--- src/rtl/ddr_axi_arbiter.sv ---
// Round-robin arbiter sharing one DDR AXI user port among NUM_REQ masters.
// One write or read burst is outstanding at a time; the owner index drives the AXI user ID fields.
module ddr_axi_arbiter #(
  parameter int unsigned NUM_REQ = 2
) (
  input  logic                   clk,
  input  logic                   rst,
  input  logic [NUM_REQ-1:0]     req_valid,
  output logic [NUM_REQ-1:0]     req_ready,
  input  logic [NUM_REQ-1:0]     req_write,
  input  logic [NUM_REQ*28-1:0]  req_addr,
  input  logic [NUM_REQ*4-1:0]   req_len,
  input  logic [NUM_REQ*256-1:0] req_wdata,
  output logic [NUM_REQ-1:0]     req_wbeat,
  output logic [255:0]           rsp_rdata,
  output logic [NUM_REQ-1:0]     rsp_rvalid,
  output logic [NUM_REQ-1:0]     rsp_rlast,
  output logic [NUM_REQ-1:0]     done,
  output logic                   err,
  output logic [27:0]            axi_awaddr,
  output logic                   axi_awuser_ap,
  output logic [3:0]             axi_awuser_id,
  output logic [3:0]             axi_awlen,
  output logic                   axi_awvalid,
  input  logic                   axi_awready,
  output logic [255:0]           axi_wdata,
  output logic [31:0]            axi_wstrb,
  input  logic                   axi_wready,
  input  logic                   axi_wusero_last,
  output logic [27:0]            axi_araddr,
  output logic                   axi_aruser_ap,
  output logic [3:0]             axi_aruser_id,
  output logic [3:0]             axi_arlen,
  output logic                   axi_arvalid,
  input  logic                   axi_arready,
  input  logic [255:0]           axi_rdata,
  input  logic [3:0]             axi_rid,
  input  logic                   axi_rlast,
  input  logic                   axi_rvalid
);

  localparam int unsigned IDX_W = (NUM_REQ > 1) ? $clog2(NUM_REQ) : 1;
  localparam int unsigned AW    = 28;
  localparam int unsigned LW    = 4;
  localparam int unsigned DW    = 256;

  typedef enum logic [2:0] {S_IDLE, S_AW, S_WDATA, S_AR, S_RDATA} state_e;

  state_e             state_q, state_d;
  logic [IDX_W-1:0]   owner_q, owner_d, ptr_q, ptr_d, winner;
  logic [AW-1:0]      addr_q, addr_d, sel_addr;
  logic [LW-1:0]      len_q, len_d, sel_len, beat_q, beat_d;
  logic               wlast_q, wlast_d, sel_write, found;
  logic               err_q, err_d;
  logic [NUM_REQ-1:0] done_q, done_d, owner_oh, winner_oh;
  int unsigned        best_dist;

  // Winner is the valid requester closest after ptr_q in rotating order
  always_comb begin
    winner    = ptr_q;
    best_dist = NUM_REQ;
    sel_addr  = '0;
    sel_len   = '0;
    sel_write = 1'b0;
    axi_wdata = '0;
    for (int unsigned i = 0; i < NUM_REQ; i++) begin
      if (req_valid[i] && (((i + NUM_REQ - 1 - 32'(ptr_q)) % NUM_REQ) < best_dist)) begin
        best_dist = (i + NUM_REQ - 1 - 32'(ptr_q)) % NUM_REQ;
        winner    = IDX_W'(i);
      end
    end
    found = (best_dist < NUM_REQ);
    for (int unsigned i = 0; i < NUM_REQ; i++) begin
      if (winner == IDX_W'(i)) begin
        sel_addr  = req_addr[i*AW +: AW];
        sel_len   = req_len[i*LW +: LW];
        sel_write = req_write[i];
      end
      if (owner_q == IDX_W'(i)) begin
        axi_wdata = req_wdata[i*DW +: DW];
      end
    end
    winner_oh = NUM_REQ'(1) << winner;
    owner_oh  = NUM_REQ'(1) << owner_q;
  end

  // Burst sequencing: next state, latched command and per-owner strobes
  always_comb begin
    state_d    = state_q;
    owner_d    = owner_q;
    ptr_d      = ptr_q;
    addr_d     = addr_q;
    len_d      = len_q;
    beat_d     = beat_q;
    wlast_d    = wlast_q;
    err_d      = err_q;
    done_d     = '0;
    req_ready  = '0;
    req_wbeat  = '0;
    rsp_rvalid = '0;
    rsp_rlast  = '0;
    case (state_q)
      S_IDLE: begin
        beat_d  = '0;
        wlast_d = 1'b0;
        if (found) begin
          req_ready = winner_oh;
          owner_d   = winner;
          ptr_d     = winner;
          addr_d    = sel_addr;
          len_d     = sel_len;
          state_d   = sel_write ? S_AW : S_AR;
        end
      end
      S_AW: begin
        if (axi_wready) begin
          req_wbeat = owner_oh;
          beat_d    = beat_q + 4'd1;
        end
        if (axi_wusero_last) wlast_d = 1'b1;
        // Controller may finish all write beats before accepting the address
        if (axi_awready) begin
          if (wlast_q || axi_wusero_last) begin
            done_d  = owner_oh;
            state_d = S_IDLE;
          end else begin
            state_d = S_WDATA;
          end
        end
      end
      S_WDATA: begin
        if (axi_wready) begin
          req_wbeat = owner_oh;
          beat_d    = beat_q + 4'd1;
        end
        if (axi_wusero_last) begin
          done_d  = owner_oh;
          state_d = S_IDLE;
        end
      end
      S_AR: begin
        if (axi_arready) state_d = S_RDATA;
      end
      S_RDATA: begin
        rsp_rvalid = axi_rvalid ? owner_oh : '0;
        rsp_rlast  = axi_rlast  ? owner_oh : '0;
        if (axi_rvalid && (axi_rid != 4'(owner_q))) err_d = 1'b1;
        if (axi_rvalid && axi_rlast) begin
          done_d  = owner_oh;
          state_d = S_IDLE;
        end
      end
      default: state_d = S_IDLE;
    endcase
  end

  always_ff @(posedge clk or posedge rst) begin
    if (rst) begin
      state_q <= S_IDLE;
      owner_q <= '0;
      ptr_q   <= IDX_W'(NUM_REQ - 1);
      addr_q  <= '0;
      len_q   <= '0;
      beat_q  <= '0;
      wlast_q <= 1'b0;
      err_q   <= 1'b0;
      done_q  <= '0;
    end else begin
      state_q <= state_d;
      owner_q <= owner_d;
      ptr_q   <= ptr_d;
      addr_q  <= addr_d;
      len_q   <= len_d;
      beat_q  <= beat_d;
      wlast_q <= wlast_d;
      err_q   <= err_d;
      done_q  <= done_d;
    end
  end

  assign axi_awvalid   = (state_q == S_AW);
  assign axi_arvalid   = (state_q == S_AR);
  assign axi_awaddr    = addr_q;
  assign axi_araddr    = addr_q;
  assign axi_awlen     = len_q;
  assign axi_arlen     = len_q;
  assign axi_awuser_id = 4'(owner_q);
  assign axi_aruser_id = 4'(owner_q);
  assign axi_awuser_ap = 1'b1;
  assign axi_aruser_ap = 1'b1;
  assign axi_wstrb     = '1;
  assign rsp_rdata     = axi_rdata;
  assign done          = done_q;
  assign err           = err_q;

endmodule

--- config.mk ---
export PLATFORM = sky130hd
export DESIGN_NAME = ddr_axi_arbiter
export DESIGN_NICKNAME = d
export VERILOG_FILES = /design/src/rtl/ddr_axi_arbiter.sv
export SDC_FILE = /design/constraint.sdc
export NUM_CORES = 1
export LEC_CHECK = 0
export ABC_AREA = 1
export ABC_CLOCK_PERIOD_IN_PS = 2000
export BUFFER_PORTS_ARGS = -buffer_cell sky130_fd_sc_hd__clkbuf_2
export CAP_MARGIN = 40
export CELL_PAD_IN_SITES_DETAIL_PLACEMENT = 1
export CELL_PAD_IN_SITES_GLOBAL_PLACEMENT = 2
export CORE_AREA = 5 5 567 569
export CTS_CLUSTER_SIZE = 40
export DETAILED_ROUTE_END_ITERATION = 7
export DIE_AREA = 0 0 572 574
export GPL_ROUTABILITY_DRIVEN = 0
export PLACE_DENSITY = 0.37
export SETUP_SLACK_MARGIN = 0.02
export SYNTH_ARGS = -nofsm -noshare
export SYNTH_HDL_FRONTEND = slang
export SYNTH_SLANG_ARGS = --single-unit
--- constraint.sdc ---
create_clock -name clk -period 2 [get_ports clk]
set_clock_uncertainty 0.05 [all_clocks]
set_input_delay 0.3 -clock clk [delete_from_list [all_inputs] [get_ports clk]]
set_output_delay 0.3 -clock clk [all_outputs]
set_load 0.02 [all_outputs]
==> results.md, run 1 <==
Run status:
- The flow ran to the end, but the final reports show violations.
- The final reports fail on negative setup slack.

Critical path:
- The cell family contributing the most delay on the critical path is buffers and inverters.
- The critical path goes through buf_4 -> buf_12 -> buf_16 -> nand2_1 -> nand2_4 -> buf_12.
- The type of the worst setup path is reg2out.
- The critical register-to-register path endpoint is axi_araddr[14]$_DFFE_PP0P_.
- The worst setup path is captured at an output port.
- At the worst endpoint, the arrival time is 1.97 ns.
- The largest individual stage delay along the critical path comes from the cell dfrtp_4.
- In this run the register-to-register setup slack is 0.13 ns.
- The startpoint of the most critical register-to-register path is state_q[1]$_DFFE_PP0P_.
- The depth of the most critical reg-to-reg path is 9.
- The cell repeated most along the worst path is buf_12.
- Of all nets on the critical path, the largest fanout is 28.
- The sort of element at the start of the critical path is a register.
- The required time of the critical path is 1.65 ns.
- The total buffers and inverters traversed by the critical path is 4.
- The biggest cell delay along the critical path is 0.51 ns.

Place:
- The post-detailed-placement half-perimeter wirelength is 189 mm.
- The post-detailed-placement cell area is 17600 sq um.
- Buffers placed on the I/O ports in this run total 926.

STA:
- The peak clock frequency supported by timing is 431 MHz.
- After layout, the worst setup slack is -0.319 ns.
- The max-slew violation total from the final report is 0.
- The final number of hold-violating endpoints is 0.
- After layout, the worst path uses 116% of the clock period.
- Across all hold checks on the routed design, the worst slack comes to 0.113 ns.
- Setup repair after global routing could not meet its margin everywhere.
- The shortest clock period the worst path allows after layout is 2.32 ns.
- Summed over all failing endpoints, the final setup total negative slack is -44.93 ns.
- Setup violations remaining at the end of the flow were counted as 265.

Synth:
- The count of distinct cell types in the synthesized netlist is 24.
- Each instance of the synthesized netlist takes up on average 5.39 sq um.
- The share of synthesized area in the top cell type comes to 43.7%.
- After synthesis, flip-flops and latches occupy 13.5% of the total area.
- By area the synthesized netlist is led by nand2_1 44%, buf_4 33%, dfrtp_1 13%.
- Among all cell types in the netlist, the one instantiated most often is nand2_1.
- The cell area that synthesis handed to floorplanning was 7610 sq um.
- Ranked by instance count, the synthesized netlist is headed by 886 x nand2_1, 333 x buf_4, 41 x nand3_1, 40 x dfrtp_1, 35 x clkbuf_1.
- The share of async-settable or async-resettable flops after synthesis is 100%.
- The synthesized flop and latch total is 41.
- In the synthesized netlist the dominant register cell turns out to be dfrtp_1.
- In this run, synthesis inferred 0 flip-flops with an integrated enable.
- After technology mapping, the gate count stands at 1413.
- During synthesis, Yosys emitted a total of 0 warnings.
- The cell taking the most area after synthesis is nand2_1.

Global route:
- The global-route wire length before repair is 231 mm.
- The number of antenna violations at the first check in global routing is 154.
- Global routing consumed, over all layers together, 11.7% of the routing resources.
- The maximum number of pins on one net before global-route repair is 46.
- The via count of the first global-routing pass came to 13200.
- The total congestion overflow is 0.

Clock network:
- At the later pin of the worst-skew pair, clock insertion delay measures 0.33 ns.
- The maximum root-to-sink buffer count is 2.
- The clock input transition at the sequential cells of the worst setup and hold paths is 0.09 ns.
- The total CTS buffers is 5.
- TritonCTS built the clock tree.
- The clock root buffer master is clkbuf_16.
- The tree built by TritonCTS fans out to 41 sinks.
- The CTS H-tree depth is 2.

Pwr:
- Summed over all cells, the static leakage comes to 0.00916 uW.
- In this run the power density over the cells is 1440 nW/um^2.
- IR analysis of the VDD net gives a maximum drop of 0.000440 V.

Worst hold path:
- For hold timing, the worst endpoint is axi_araddr[7]$_DFFE_PP0P_.
- The instance count along the most critical hold path is 3.
- The critical hold path startpoint is req_addr[7].
- The worst hold path class is in2reg.

Cells and area:
- The number of nets in the layout is 2959.
- Summing all non-filler instances in the final layout gives an area of 20100 sq um.
- The post-route netlist has 61.2% of its cells at a drive strength greater than 1.
- The layout overhead on the synthesized area is 164%.

Route:
- In this run, the number of DRC markers left after iteration 0 of detailed routing was 599.
- In this run the remaining antenna-violating nets after routing total 0.
- The final layout contains routed wiring with a total length of 205 mm.
- Summing over every cut layer, the via total after detailed routing is 12700.
- The total iterations of the first detailed-routing run is 5.
- After detailed routing, the number of remaining DRC violations is 0.
- Dividing the detail-routed wire length by the instance count gives 32.3 microns.
- The via-per-instance ratio is 2.01.

Job:
- The count of maximum capacitance violations is 0.

Floorplan:
- In this run the horizontal extent of the chip is 572 microns.
- The number of placement rows is 207.
- The core area is 316000 sq um.
- For this configuration, the core starts out at a cell density of 2.41%.
- The floorplan die area is 328000 sq um.
- The vertical die dimension is 574 microns.
- For this design the top-level I/O count stands at 1479.
## worst max path at each step
stage                         from              to  slack [ns]  cells after the start
6_report       owner_q$_DFFE_PP0P_   axi_wdata[29]       -0.32                      6
5_1_grt        owner_q$_DFFE_PP0P_   axi_wdata[79]       -0.34                      6
4_1_cts        owner_q$_DFFE_PP0P_  axi_wdata[212]       -0.38                      5
3_5_place_dp   owner_q$_DFFE_PP0P_  axi_wdata[156]       -0.35                      5
3_3_place_gp   owner_q$_DFFE_PP0P_  axi_wdata[156]       -0.36                      6
2_1_floorplan  owner_q$_DFFE_PP0P_    req_wbeat[1]        0.36                      4
## registers in the layout, indices dropped and copies added, names as in the netlist
signal and flops:
wlast_q 1, ptr_q 1, done 2, axi_araddr 28, axi_arlen 4, state_q 3
err 1, owner_q 1
## kinds of logic (layout without fill, tap and decap cells)
logic type	after synthesis	in the layout	share of synthesized area (%)
AND/OR/NAND/NOR	948	948	48.4
buffers and inverters	414	1075	37.4
flip-flops	41	41	13.5
AO/OA/AOI/OAI	7	7	0.559
other	2	80	0.0986
XOR/XNOR	1	1	0.115
## worst reg2reg max path, stage by stage (launching register included)
cell     delay, ns
dfrtp_2       0.47
nor2_4        0.19
inv_2         0.06
nor2_4        0.13
nand2_4       0.12
nor2_8        0.18
buf_4         0.18
buf_12        0.18
nand2_1       0.17
nand3_1       0.10
## cell type report
cell class              instances  area (sq um)
inverters                      17          90.1
repair buffers               1049          8440
multi-input cells             996          5040
repair inverters                1          16.3
fillers                     38200        296000
well taps                    4180          5230
flip-flops and latches         41          1030
diodes                         40           100
clock inverters                 1          30.0
clock buffers                   7           143
## placed cells by master, fill, tap and decap left out, types with 2 or more instances in the layout
cell type	synthesis	routed
diode_2	0	40
clkbuf_4	0	6
inv_1	16	14
clkbuf_2	0	737
nand3_1	41	41
nand2_2	0	143
o221ai_1	2	2
nor2_8	2	2
buf_16	0	13
buf_12	0	151
o21ai_0	2	2
nor2_4	2	3
nor2_1	6	5
nand2_1	886	665
nand2_4	1	57
clkbuf_16	0	14
clkbuf_8	0	8
nand4_1	3	3
buf_8	0	3
buf_6	3	15
a21oi_1	3	3
nand2_8	0	22
inv_2	1	2
nor3_1	5	3
buf_2	14	19
buf_4	333	87
conb_1	2	40
dfrtp_1	40	38
## report_power, final
group	leakage, uW	internal [uW]	switching [uW]	total [uW]
registers	0.000505	1250	472	1720
logic	0.00857	9980	16100	26100
clock network	0.0000844	631	540	1170
## per-layer routing
| metal | GRT usage [%] | share of wire, % |
|---|---|---|
| met1 | 11.9 | 35 |
| met2 | 17.7 | 42 |
| met3 | 10.8 | 20 |
| met4 | 1.74 | 1.9 |
| met5 | 0.857 | 0.52 |
## per-stage QoR
| stage | power (uW) | setup WS (ns) | utilization (%) | std cells |
|---|---|---|---|---|
| floorplan | 10700 | 0.358 | - | 1451 |
| global placement | 24900 | -0.359 | 5.57 | 6243 |
| detailed placement | 24700 | -0.353 | 5.57 | 6243 |
| CTS | 27900 | -0.378 | 5.94 | 6262 |
| global route | 30800 | -0.345 | 6.35 | 6310 |
| finish | 29000 | -0.319 | 6.36 | 6332 |
## repair_timing
item	4_1_cts	5_1_grt
hold buffers	1	0
setup buffers	5	20
hold endpoints to repair	40	0
endpoints found under the setup margin	266	267
resized for setup	213	268
pin swaps	16	11
cloned	5	12
(Power assumes the default switching activity.)
==> run 2, diff against run 1 <==
--- a/config.mk
+++ b/config.mk
@@ -16,7 +16,7 @@
 export DETAILED_ROUTE_END_ITERATION = 7
 export DIE_AREA = 0 0 572 574
 export GPL_ROUTABILITY_DRIVEN = 0
-export PLACE_DENSITY = 0.37
+export PLACE_DENSITY = 0.31
 export SETUP_SLACK_MARGIN = 0.02
 export SYNTH_ARGS = -nofsm -noshare
 export SYNTH_HDL_FRONTEND = slang
==> run 2 against run 1 <==
  * The flow still finishes with violations (negative setup slack)
  * Clock power barely moved
  * Cell area rose by 0.63%
  * Sequential power barely moved
  * Utilization barely moved
  * Clock-buffer cell count fell by 2
  * Sequential cell count did not move
  * Non-clock buffer count rose by 24
  * Via count fell by 2.6%
  * Die area did not move
  * Combinational power fell by 3%
  * Critical endpoint is now axi_wdata[43]
==> results.md, run 2 (synthesized netlist as in run 1, its figures left out) <==
Cells and area:
- The post-route non-filler standard cell count is 6361.
- The number of flip-flops in the largest register is 28.
- The most common cell after layout, fill and taps aside is clkbuf_2.
- The number of nets in the layout is 2982.
- Summing all non-filler instances in the final layout gives an area of 20300 sq um.
- Leaving out fill and tap cells, the most frequent cells in the layout are 726 x clkbuf_2, 689 x nand2_1, 135 x buf_12, 115 x nand2_2, 77 x buf_4.
- Cells fill 6.40% of the core in the end.
- The post-route netlist has 60.4% of its cells at a drive strength greater than 1.
- The filler cells instantiated in the layout total 38200.
- From synthesis to final layout, the design area changed by 166%.

Route:
- The detailed router placed 12400 vias in this run.
- Once detail routing completed, the nets flagged for antenna violations numbered 0.
- The starting DRC count in detailed routing is 369.
- The wire length per cell is 30.8 microns.
- Dividing the detail-routed via count by the number of cells gives 1.95.
- In the routed design, unresolved DRC markers number 0.
- The routed design has 196 mm of wire.
- The total iterations of the first detailed-routing run is 4.

Clock network:
- The maximum root-to-sink buffer count is 2.
- Clock tree synthesis found a total of 41 sinks.
- For the worst-skew pair, the clock arrives at the later sink with an insertion delay of 0.33 ns.
- The clock input transition at the sequential cells of the worst setup and hold paths is 0.08 ns.
- The clock root buffer master is clkbuf_16.
- TritonCTS built the clock tree.
- The CTS H-tree depth is 2.
- The total CTS buffers is 5.

STA:
- For this run, the top clock speed supported by timing is 448 MHz.
- The max-slew violation total from the final report is 0.
- Setup repair after global routing could not meet its margin everywhere.
- The final count of negative-setup-slack endpoints is 263.
- The final critical-path setup slack is -0.234 ns.
- The actual transition at the worst max-transition pin is 0.557 ns.
- Of the available clock period, the critical path in the final layout requires 112%.
- The worst relative slew slack is 62.9%.
- The shortest clock period the worst path allows after layout is 2.23 ns.
- The final number of hold-violating endpoints is 0.

Critical path:
- Data on the critical path is required at its endpoint by 1.65 ns.
- The critical path runs through a total of 7 cells.
- The cell repeated most along the worst path is buf_4.
- Along the worst path, the maximum fanout reaches 7.
- At the worst endpoint, the arrival time is 1.88 ns.
- The category of the worst setup path capture point is an output port.
- The total buffers and inverters traversed by the critical path is 5.
- Measured in cells, the most critical reg-to-reg path has a length of 7.
- The type of the worst setup path is reg2out.
- The kind of cell with the highest combined delay along the critical path is buffers and inverters.
- The startpoint of the most critical register-to-register path is state_q[1]$_DFFE_PP0P_.
- The biggest cell delay along the critical path is 0.58 ns.
- The sort of element at the start of the critical path is a register.
- The critical path startpoint is owner_q$_DFFE_PP0P_.
- The library cell contributing the largest single delay on the critical path is dfrtp_4.
- Walking the worst path, the cells encountered are buf_16 -> buf_4 -> buf_4 -> nand2_1 -> buf_6 -> nand2_8 -> buf_12.

Worst hold path:
- The tightest min-delay check is of the in2reg type.
- The critical hold path startpoint is req_addr[15].
- The worst hold path passes through 3 cells.

Place:
- The post-detailed-placement half-perimeter wirelength is 183 mm.
- The number of buffers added on ports is 926.
- The number of placed instances, taps included is 6265.
- Prior to clock tree synthesis, the placed netlist has a worst setup slack of -0.290 ns.
- The post-detailed-placement cell area is 17600 sq um.

Floorplan:
- The number of placement rows is 207.
- The vertical die dimension is 574 microns.
- Pin placement for this block handled 1479 I/O pins.
- Measured along the x axis, the die boundary spans 572 microns.
- For this configuration, the core starts out at a cell density of 2.41%.
- The floorplan die area is 328000 sq um.
- The core area is 316000 sq um.

Pwr:
- In this run switching power makes up 57.0% of total power.
- The internal power contribution is 12100 uW.
- The relative contribution of the clock network to total power is 4.2%.
- Per report_power, the combinational group accounts for 89.6% of the total.
- Summed over all cells, the static leakage comes to 0.00931 uW.
- The total power density per cell area is 1390 nW/um^2.
- The sequential fraction of design power is 6.2%.
- In this run the power spent charging and discharging nets is 16100 uW.
- Across the VDD grid, the largest voltage drop is 0.000468 V.

Global route:
- The combined global-route utilization of all metal layers is 11.3%.
- The number of antenna violations at the first check in global routing is 135.
- Entering global routing, the biggest net connects 45 pins.
- The total overflow left after global routing is 0.
- The via count of the first global-routing pass is 13400.
- The first global-routing pass estimated 225 mm of wire.

Job:
- The count of maximum capacitance violations is 0.

Run status:
- The run finished, with violations left.
- The final reports fail on negative setup slack.
==> run 2: cell type report <==
cell class | count | area [sq um] | share of cell area [%]
timing repair buffer | 1073 | 8750 | 43.2
tap | 4180 | 5230 | 25.8
multi-input combinational | 996 | 4850 | 24.0
sequential | 41 | 1030 | 5.10
clock buffer | 5 | 125 | 0.618
antenna | 46 | 115 | 0.568
inverter | 17 | 80.1 | 0.395
clock inverter | 3 | 65.1 | 0.321
==> run 2: repair_timing <==
item                                    in CTS  in global routing
gates cloned                                 9                  4
endpoints found under the setup margin     267                267
hold buffers                                 1                  0
gates resized for setup                    273                293
endpoints found under the hold margin        3                  0
buffers inserted                            21                 13
pin swaps                                   18                 21
==> run 2: worst reg2reg max path, delay by kind of cell, from the launching register on <==
| family | cells | cell delay (ns) |
|---|---|---|
| compound gates | 1 | 0.34 |
| simple gates | 3 | 0.44 |
| buf+inv | 3 | 0.55 |
| flops | 1 | 0.42 |
==> run 2: final timing paths <==
path                                         endpoint  slack (ns)
max                                     axi_wdata[43]       -0.23
min                        axi_araddr[15]$_DFFE_PP0P_        0.13
max reg2reg                       owner_q$_DFFE_PP0P_        0.07
min reg2reg                           err$_DFFE_PP0P_        0.43
max in group asynchronous           ptr_q$_DFFE_PP1P_        0.84
min in group asynchronous         owner_q$_DFFE_PP0P_        0.51
==> run 2: power by group through the flow <==
| stage | registers, uW | clock network [uW] | logic, uW |
|---|---|---|---|
| detailed placement | 1740 | 0 | 22200 |
| CTS | 1770 | 1280 | 25400 |
| global route | 1820 | 1300 | 27100 |
| floorplan | 1940 | 0 | 8740 |
| finish | 1750 | 1200 | 25300 |
| global placement | 1750 | 0 | 22400 |
==> run 2: routing by layer <==
layer / share of wire [%] / vias up / track usage [%]
li1: - / 5361 / -
met1: 33 / 5436 / 10.7
met2: 44 / 1291 / 17.7
met3: 21 / 220 / 11.1
met4: 1.6 / 82 / 1.74
met5: 0.36 / - / 0.494
==> run 2: through the flow <==
| step | hold WS, ns | setup TNS, ns | total power, uW |
|---|---|---|---|
| finish | 0.127 | -34.04 | 28200 |
| global route | 0.116 | -60.19 | 30200 |
| CTS | 0.0993 | -61.95 | 28400 |
| detailed placement | 0.362 | -6.08 | 23900 |
| global placement | 0.373 | -6.02 | 24100 |
| floorplan | 0.370 | 0 | 10700 |
